### src/rtl/dport_axi_slave.sv
// AXI4 slave that serialises one INCR/FIXED burst at a time onto a single-word
// request/accept/ack memory port, issuing one memory request per beat.
module dport_axi_slave #(
   parameter int ID_W = 4
) (
   input  logic            clk_i,
   input  logic            rst_i,
   input  logic            axi_awvalid_i,
   input  logic [31:0]     axi_awaddr_i,
   input  logic [ID_W-1:0] axi_awid_i,
   input  logic [7:0]      axi_awlen_i,
   input  logic [1:0]      axi_awburst_i,
   output logic            axi_awready_o,
   input  logic            axi_wvalid_i,
   input  logic [31:0]     axi_wdata_i,
   input  logic [3:0]      axi_wstrb_i,
   input  logic            axi_wlast_i,
   output logic            axi_wready_o,
   output logic            axi_bvalid_o,
   output logic [1:0]      axi_bresp_o,
   output logic [ID_W-1:0] axi_bid_o,
   input  logic            axi_bready_i,
   input  logic            axi_arvalid_i,
   input  logic [31:0]     axi_araddr_i,
   input  logic [ID_W-1:0] axi_arid_i,
   input  logic [7:0]      axi_arlen_i,
   input  logic [1:0]      axi_arburst_i,
   output logic            axi_arready_o,
   output logic            axi_rvalid_o,
   output logic [31:0]     axi_rdata_o,
   output logic [1:0]      axi_rresp_o,
   output logic [ID_W-1:0] axi_rid_o,
   output logic            axi_rlast_o,
   input  logic            axi_rready_i,
   output logic [31:0]     mem_addr_o,
   output logic [31:0]     mem_data_wr_o,
   output logic            mem_rd_o,
   output logic [3:0]      mem_wr_o,
   input  logic            mem_accept_i,
   input  logic            mem_ack_i,
   input  logic [31:0]     mem_data_rd_i,
   input  logic            mem_error_i
);

   typedef enum logic [2:0] {
      IDLE, WR_DATA, WR_MEM, WR_RESP, RD_REQ, RD_WAIT, RD_DATA
   } state_t;

   state_t          state_reg;
   logic [31:0]     addr_reg;
   logic [ID_W-1:0] id_reg;
   logic [7:0]      count_reg;
   logic [1:0]      burst_reg;
   logic [31:0]     wdata_reg;
   logic [3:0]      mem_wr_reg;
   logic            mem_rd_reg;
   logic            err_reg;
   logic            last_wr_reg;
   logic            bvalid_reg;
   logic [1:0]      bresp_reg;
   logic            rvalid_reg;
   logic [31:0]     rdata_reg;
   logic [1:0]      rresp_reg;
   logic            rlast_reg;

   logic            grant_wr;
   logic            grant_rd;
   logic [31:0]     addr_next;
   logic            unused_wlast;

   // Beat count comes from len alone, so wlast carries no information here.
   assign unused_wlast = axi_wlast_i;

   always_comb begin
      grant_wr = 1'b0;
      grant_rd = 1'b0;
      if (state_reg == IDLE) begin
         if (axi_awvalid_i && axi_arvalid_i) begin
            grant_wr = !last_wr_reg;
            grant_rd = last_wr_reg;
         end else begin
            grant_wr = axi_awvalid_i;
            grant_rd = axi_arvalid_i;
         end
      end
   end

   // FIXED holds the address; INCR and WRAP both step one word.
   assign addr_next = (burst_reg == 2'b00) ? addr_reg : addr_reg + 32'd4;

   always_ff @(posedge clk_i) begin
      if (rst_i) begin
         state_reg   <= IDLE;
         addr_reg    <= '0;
         id_reg      <= '0;
         count_reg   <= '0;
         burst_reg   <= '0;
         wdata_reg   <= '0;
         mem_wr_reg  <= '0;
         mem_rd_reg  <= 1'b0;
         err_reg     <= 1'b0;
         last_wr_reg <= 1'b0;
         bvalid_reg  <= 1'b0;
         bresp_reg   <= '0;
         rvalid_reg  <= 1'b0;
         rdata_reg   <= '0;
         rresp_reg   <= '0;
         rlast_reg   <= 1'b0;
      end else begin
         case (state_reg)
            IDLE: begin
               if (grant_wr) begin
                  addr_reg    <= axi_awaddr_i;
                  id_reg      <= axi_awid_i;
                  count_reg   <= axi_awlen_i;
                  burst_reg   <= axi_awburst_i;
                  last_wr_reg <= 1'b1;
                  err_reg     <= 1'b0;
                  state_reg   <= WR_DATA;
               end else if (grant_rd) begin
                  addr_reg    <= axi_araddr_i;
                  id_reg      <= axi_arid_i;
                  count_reg   <= axi_arlen_i;
                  burst_reg   <= axi_arburst_i;
                  last_wr_reg <= 1'b0;
                  mem_rd_reg  <= 1'b1;
                  state_reg   <= RD_REQ;
               end
            end
            WR_DATA: begin
               if (axi_wvalid_i) begin
                  wdata_reg <= axi_wdata_i;
                  if (axi_wstrb_i != 4'h0) begin
                     mem_wr_reg <= axi_wstrb_i;
                     state_reg  <= WR_MEM;
                  end else if (count_reg == 8'd0) begin
                     bvalid_reg <= 1'b1;
                     bresp_reg  <= err_reg ? 2'b10 : 2'b00;
                     state_reg  <= WR_RESP;
                  end else begin
                     count_reg <= count_reg - 8'd1;
                     addr_reg  <= addr_next;
                  end
               end
            end
            WR_MEM: begin
               // A non-zero strobe register means the request is still unaccepted.
               if (mem_wr_reg != 4'h0) begin
                  if (mem_accept_i) mem_wr_reg <= 4'h0;
               end else if (mem_ack_i) begin
                  err_reg <= err_reg | mem_error_i;
                  if (count_reg == 8'd0) begin
                     bvalid_reg <= 1'b1;
                     bresp_reg  <= (err_reg | mem_error_i) ? 2'b10 : 2'b00;
                     state_reg  <= WR_RESP;
                  end else begin
                     count_reg <= count_reg - 8'd1;
                     addr_reg  <= addr_next;
                     state_reg <= WR_DATA;
                  end
               end
            end
            WR_RESP: begin
               if (axi_bready_i) begin
                  bvalid_reg <= 1'b0;
                  err_reg    <= 1'b0;
                  state_reg  <= IDLE;
               end
            end
            RD_REQ: begin
               if (mem_accept_i) begin
                  mem_rd_reg <= 1'b0;
                  state_reg  <= RD_WAIT;
               end
            end
            RD_WAIT: begin
               if (mem_ack_i) begin
                  rdata_reg  <= mem_data_rd_i;
                  rresp_reg  <= mem_error_i ? 2'b10 : 2'b00;
                  rlast_reg  <= (count_reg == 8'd0);
                  rvalid_reg <= 1'b1;
                  state_reg  <= RD_DATA;
               end
            end
            RD_DATA: begin
               if (axi_rready_i) begin
                  rvalid_reg <= 1'b0;
                  if (rlast_reg) begin
                     state_reg <= IDLE;
                  end else begin
                     count_reg  <= count_reg - 8'd1;
                     addr_reg   <= addr_next;
                     mem_rd_reg <= 1'b1;
                     state_reg  <= RD_REQ;
                  end
               end
            end
            default: state_reg <= IDLE;
         endcase
      end
   end

   assign axi_awready_o = grant_wr;
   assign axi_arready_o = grant_rd;
   assign axi_wready_o  = (state_reg == WR_DATA);
   assign axi_bvalid_o  = bvalid_reg;
   assign axi_bresp_o   = bresp_reg;
   assign axi_bid_o     = id_reg;
   assign axi_rvalid_o  = rvalid_reg;
   assign axi_rdata_o   = rdata_reg;
   assign axi_rresp_o   = rresp_reg;
   assign axi_rid_o     = id_reg;
   assign axi_rlast_o   = rlast_reg;
   assign mem_addr_o    = {addr_reg[31:2], 2'b00};
   assign mem_data_wr_o = wdata_reg;
   assign mem_rd_o      = mem_rd_reg;
   assign mem_wr_o      = mem_wr_reg;

endmodule

### config.mk
export PLATFORM = sky130hd
export DESIGN_NAME = dport_axi_slave
export DESIGN_NICKNAME = d
export VERILOG_FILES = /design/src/rtl/dport_axi_slave.sv
export SDC_FILE = /design/constraint.sdc
export NUM_CORES = 1
export LEC_CHECK = 0
export BUFFER_PORTS_ARGS = -buffer_cell sky130_fd_sc_hd__buf_4
export CORE_UTILIZATION = 45
export DETAILED_ROUTE_END_ITERATION = 8
export PLACE_DENSITY = 0.81
export SYNTH_ARGS = -nofsm -noshare
export SYNTH_HDL_FRONTEND = slang
export SYNTH_SLANG_ARGS = --single-unit
### constraint.sdc
create_clock -name clk_i -period 6 [get_ports clk_i]
set_input_delay 0.3 -clock clk_i [delete_from_list [all_inputs] [get_ports clk_i]]
set_output_delay 0.3 -clock clk_i [all_outputs]
set_load 0.02 [all_outputs]
[After elaboration in Yosys (flattened, before gate mapping)]
Cells that the tools add are included.
Storage, ports and cells
  register bits: 127
  input port bits: 171
  word-level logic and storage cells: 149
  output and inout bits: 119
Cells by class
  reductions and logical operators: 25
  bitwise gates (word level): 1
  equal/unequal tests: 25
  multiplexer cells: 80
  add/subtract/negate cells: 2
Operators by type and width (count)
  $mux 32: 10
  $pmux 32 s4: 1
  $mux 8: 9
  $mux 3: 12
  $add 32x3->32 const B: 1
  $pmux 8 s4: 1
  $ne 2x2->1 const B: 15
  $mux 2: 12
  $mux 4: 6
  $mux 1: 22
  $pmux 3 s7: 1
  $reduce_and 6->1: 2
  $reduce_bool 4->1: 3
  $reduce_and 5->1: 2
  $eq 3x3->1 const B: 3
  $pmux 1 s3: 3
  $reduce_and 9->1: 1
  $reduce_bool 3->1: 3
  $logic_not 8->1: 1
  $pmux 4 s2: 1
  $reduce_and 8->1: 1
  $sub 8x1->8 const B: 1
  $reduce_and 7->1: 1
  $eq 3x2->1 const B: 2
  other kinds (14): 19

[Longest topological paths before layout]
  depth in word-level cells: 6
  gate-level depth with buffers: 9

[Worst setup path after synthesis]
OpenSTA, ideal clock, no wires.
  kind: reg2reg
  start point: reg mem_wr_reg[3], in the netlist mem_wr_o[3]
  end point: reg addr_reg[2]
  stages on the path, launching flop included: 8
  arrival time: 2.075 ns
  required time: 5.926 ns
  setup slack: 3.851 ns
  buffers on the path: 1
  library setup time: 0.074 ns
  path through: dfxtp_1 > nor4_4 > a21boi_2 > nor4_4 > nand2_2 > buf_6 > or4_1 > a31oi_1
On the way
  longest elaborated chain between the ends: 3
Ends and longest elaborated chain
  start: declaration: RTL line 55  | logic [3:0] mem_wr_reg;
  start signal: assignment: RTL line 134  | mem_wr_reg <= axi_wstrb_i;
  $reduce_bool 4->1: RTL line 148  | if (mem_wr_reg != 4'h0) begin
  $ne 2x2->1 (no line)
  $reduce_and 8->1 (no line)
  end signal: assignment: RTL line 142  | addr_reg <= addr_next;
  end signal: assignment: RTL line 158  | addr_reg <= addr_next;
  end signal: assignment: RTL line 192  | addr_reg <= addr_next;
  end: declaration: RTL line 50  | logic [31:0] addr_reg;
No other way between the ends.
A chain may end at the register's enable or synchronous reset.

[Worst setup path after layout]
  start point: reg state_reg[2]
  end point: out axi_awready_o
On the way
  longest elaborated chain between the ends: 2
Ends and longest elaborated chain
  start: declaration: RTL line 49  | state_t state_reg;
  start signal: assignment: RTL line 93  | state_reg <= IDLE;
  start signal: assignment: RTL line 119  | state_reg <= WR_DATA;
  start signal: assignment: RTL line 127  | state_reg <= RD_REQ;
  $logic_not 3->1: RTL line 77  | if (state_reg == IDLE) begin
  $mux 1: RTL line 77
  end: declaration: RTL line 13  | output logic axi_awready_o,
No other way between the ends.

==> results.ini <==
[sta]
fmax_mhz = 284
rsz0062_at_grt = false
relSlewSlack_pct = 22.1
tns_ns = 0
tightest_slew_ns = 1.17
fin_skew_ns = 0.00648
fin_crit_sh_pct = 58.6
setup_viol_count_final = 0
drv_slew = 0
setup_ws_ns = 2.48
layout_min_cycle_time_ns = 3.52
finalHoldViolCount = 0

[worst_setup_path]
critPathSlowestCell = nand4b_1
cp-start-kind = flop
crit_arrival_ns = 3.22
critPathTopFamily = buffers and inverters
cpPeakStageDelay_ns = 0.64
cp_num_buf_inv = 3
worstPathRequired_ns = 5.70
path_class = reg2out
end_kind = output port
reg2regPathDepth = 7
path_max_fanout = 40
cp.depth = 5
reg2reg_slack_ns = 2.70
path_cells = nor2_1 > nand4b_1 > buf_4 > inv_2 > buf_4
worst_path_most_repeated_cell = buf_4

[drt]
vias = 7093
drt_first_iter_violations = 641
wire_per_inst_microns = 15.3
drt-total-wl_mm = 19.8
route.detailed.drc = 0
dr.pass1.iters = 6
ant_nets = 0
routed_via_density = 5.48

[pwr]
p_int_mw = 2.42
p_sw_share_pct = 43.7
power_leakage_nw = 3.73
p_sw_mw = 1.88
power_per_cell_area_nw_per_um2 = 483
p_clk_share_pct = 23.7
pwr-share-comb_pct = 47.4
peakVddDrop_mv = 0.359
pwr-share-seq_pct = 28.9

[cells_and_area]
layout-drive-gt1-share_pct = 29.8
n_antenna_cell = 0
final_area_sq_um = 8910
syn_to_final_growth_pct = 43.3
nets = 1280
instances_no_fill = 1295
layout_common_cells = 287 x buf_4, 236 x nand2_1, 148 x a21oi_1
multiInputGateArea_sq_um = 3450
seq_area_sq_um = 2460
fillers = 1180
final_common_cell = buf_4

[synth]
avgSynthCellArea_sq_um = 7.17
synth_cell_types = 56
yosysSeqAreaShare_pct = 39.6
synth_cells = 867
async_flop_share_pct = 0
synth-seq-cells = 123
yosys_warnings = 0
synth_edf_count = 0
ys.flop_type = dfxtp_1
synth_area_sq_um = 6220

[place]
gp_congestion = 0.870
dp_hpwl_mm = 13.8
dpl_cell_area_sq_um = 8310
portBuffers = 280
dp_cells = 1263
pre_cts_ws_ns = 2.73

[cts]
post_cts_buffers = 0
path_clk_slew_ns = 0.06
hold_buffers = 0
cts_sinks = 123
cts_tree = done
clk_latency_ns = 0.42
cts_inserted_buffers = 17
cts_max_level = 4
cts_resized = 0
cts_max_path_buffers = 2
root_buffer = clkbuf_16

[die]
die_h_microns = 120
dieWidth_microns = 120
num_io_pins = 290
initial_core_util_pct = 46.6
rows = 42
core-area_sq_um = 13300
die_area_sq_um = 14300

[global_routing]
grtUsageTotal_pct = 27.2
grt_max_degree = 68
grt_pass1_vias = 6509
overflow = 0
antenna_found_initial = 0
grt_pass1_wl_mm = 31.2

[job]
cap_viol_max_count = 0

[min_path]
min_path_type = in2reg
worstHoldPathCells = 3

[status]
outcome = complete, no violations

-- stage by stage --
stage,power [mW],hold slack (ns),util [%]
4_1_cts,4.31,0.114,66.7
3_5_place_dp,3.27,0.447,62.3
6_report,4.30,0.128,66.7
5_1_grt,4.60,0.116,66.7
3_3_place_gp,3.25,0.442,62.3
2_1_floorplan,2.64,0.436,-
-- cell families (layout without fill, tap and decap cells) --
family | after synthesis | count (layout) | share of synthesized area [%]
compound gates | 256 | 256 | 23.0
mux | 14 | 14 | 2.25
buf+inv | 76 | 325 | 5.39
simple gates | 394 | 394 | 29.1
fa+ha+maj | 3 | 3 | 0.604
other cells | 1 | 4 | 0.0603
flops | 123 | 123 | 39.6
-- tightest hold or removal path, delay by kind of cell --
family	cells	cell delay, ns
AO/OA/AOI/OAI	1	0.05
AND/OR/NAND/NOR	1	0.04
buffers and inverters	1	0.11
-- worst paths after layout --
check | startpoint | to
min | mem_data_rd_i[9] | axi_rdata_o[9]
max | state_reg[2] | axi_awready_o
min reg2reg | axi_rdata_o[5] | axi_rdata_o[5]
max reg2reg | state_reg[2] | addr_reg[2]
-- power groups by stage --
stage,Clock (mW),Combinational (mW),Sequential (mW)
floorplan,0,1.31,1.33
global placement,0,2.01,1.24
detailed placement,0,2.02,1.25
CTS,1.04,2.04,1.23
global route,1.08,2.25,1.27
finish,1.02,2.04,1.24
-- synth_stat cells (5+ instances only) --
| cell type | instances | area share, % |
|---|---|---|
| nand2b_1 | 6 | 0.60 |
| clkbuf_1 | 52 | 3.1 |
| dfxtp_1 | 123 | 40 |
| buf_2 | 7 | 0.56 |
| nor4_1 | 6 | 0.60 |
| a31oi_1 | 7 | 0.70 |
| nand4_1 | 9 | 0.91 |
| buf_4 | 9 | 1.1 |
| o21ai_0 | 32 | 2.6 |
| a21oi_1 | 148 | 12 |
| and2_1 | 9 | 0.91 |
| o21ai_1 | 25 | 2.0 |
| nand3_1 | 25 | 2.0 |
| nor2_1 | 43 | 2.6 |
| nor3_1 | 20 | 1.6 |
| nand2_1 | 236 | 14 |
| and3_1 | 5 | 0.50 |
| a211oi_1 | 13 | 1.6 |
| mux2i_1 | 14 | 2.3 |
-- per-layer routing --
metal / GRT usage [%] / wire [microns]
met5: 0 / 0
met3: 9.41 / 1940
met4: 11.3 / 524
met2: 47.1 / 9660
met1: 30.3 / 7720
-- final cells by class --
cell class	count	share of cell area, %
Multi-Input combinational cell	671	38.7
Clock buffer	22	5.44
Tap cell	176	2.47
Inverter	6	0.253
Sequential cell	123	27.6
Timing Repair Buffer	287	24.2
Clock inverter	10	1.29
No activity file was read; power rests on OpenSTA's default activity.
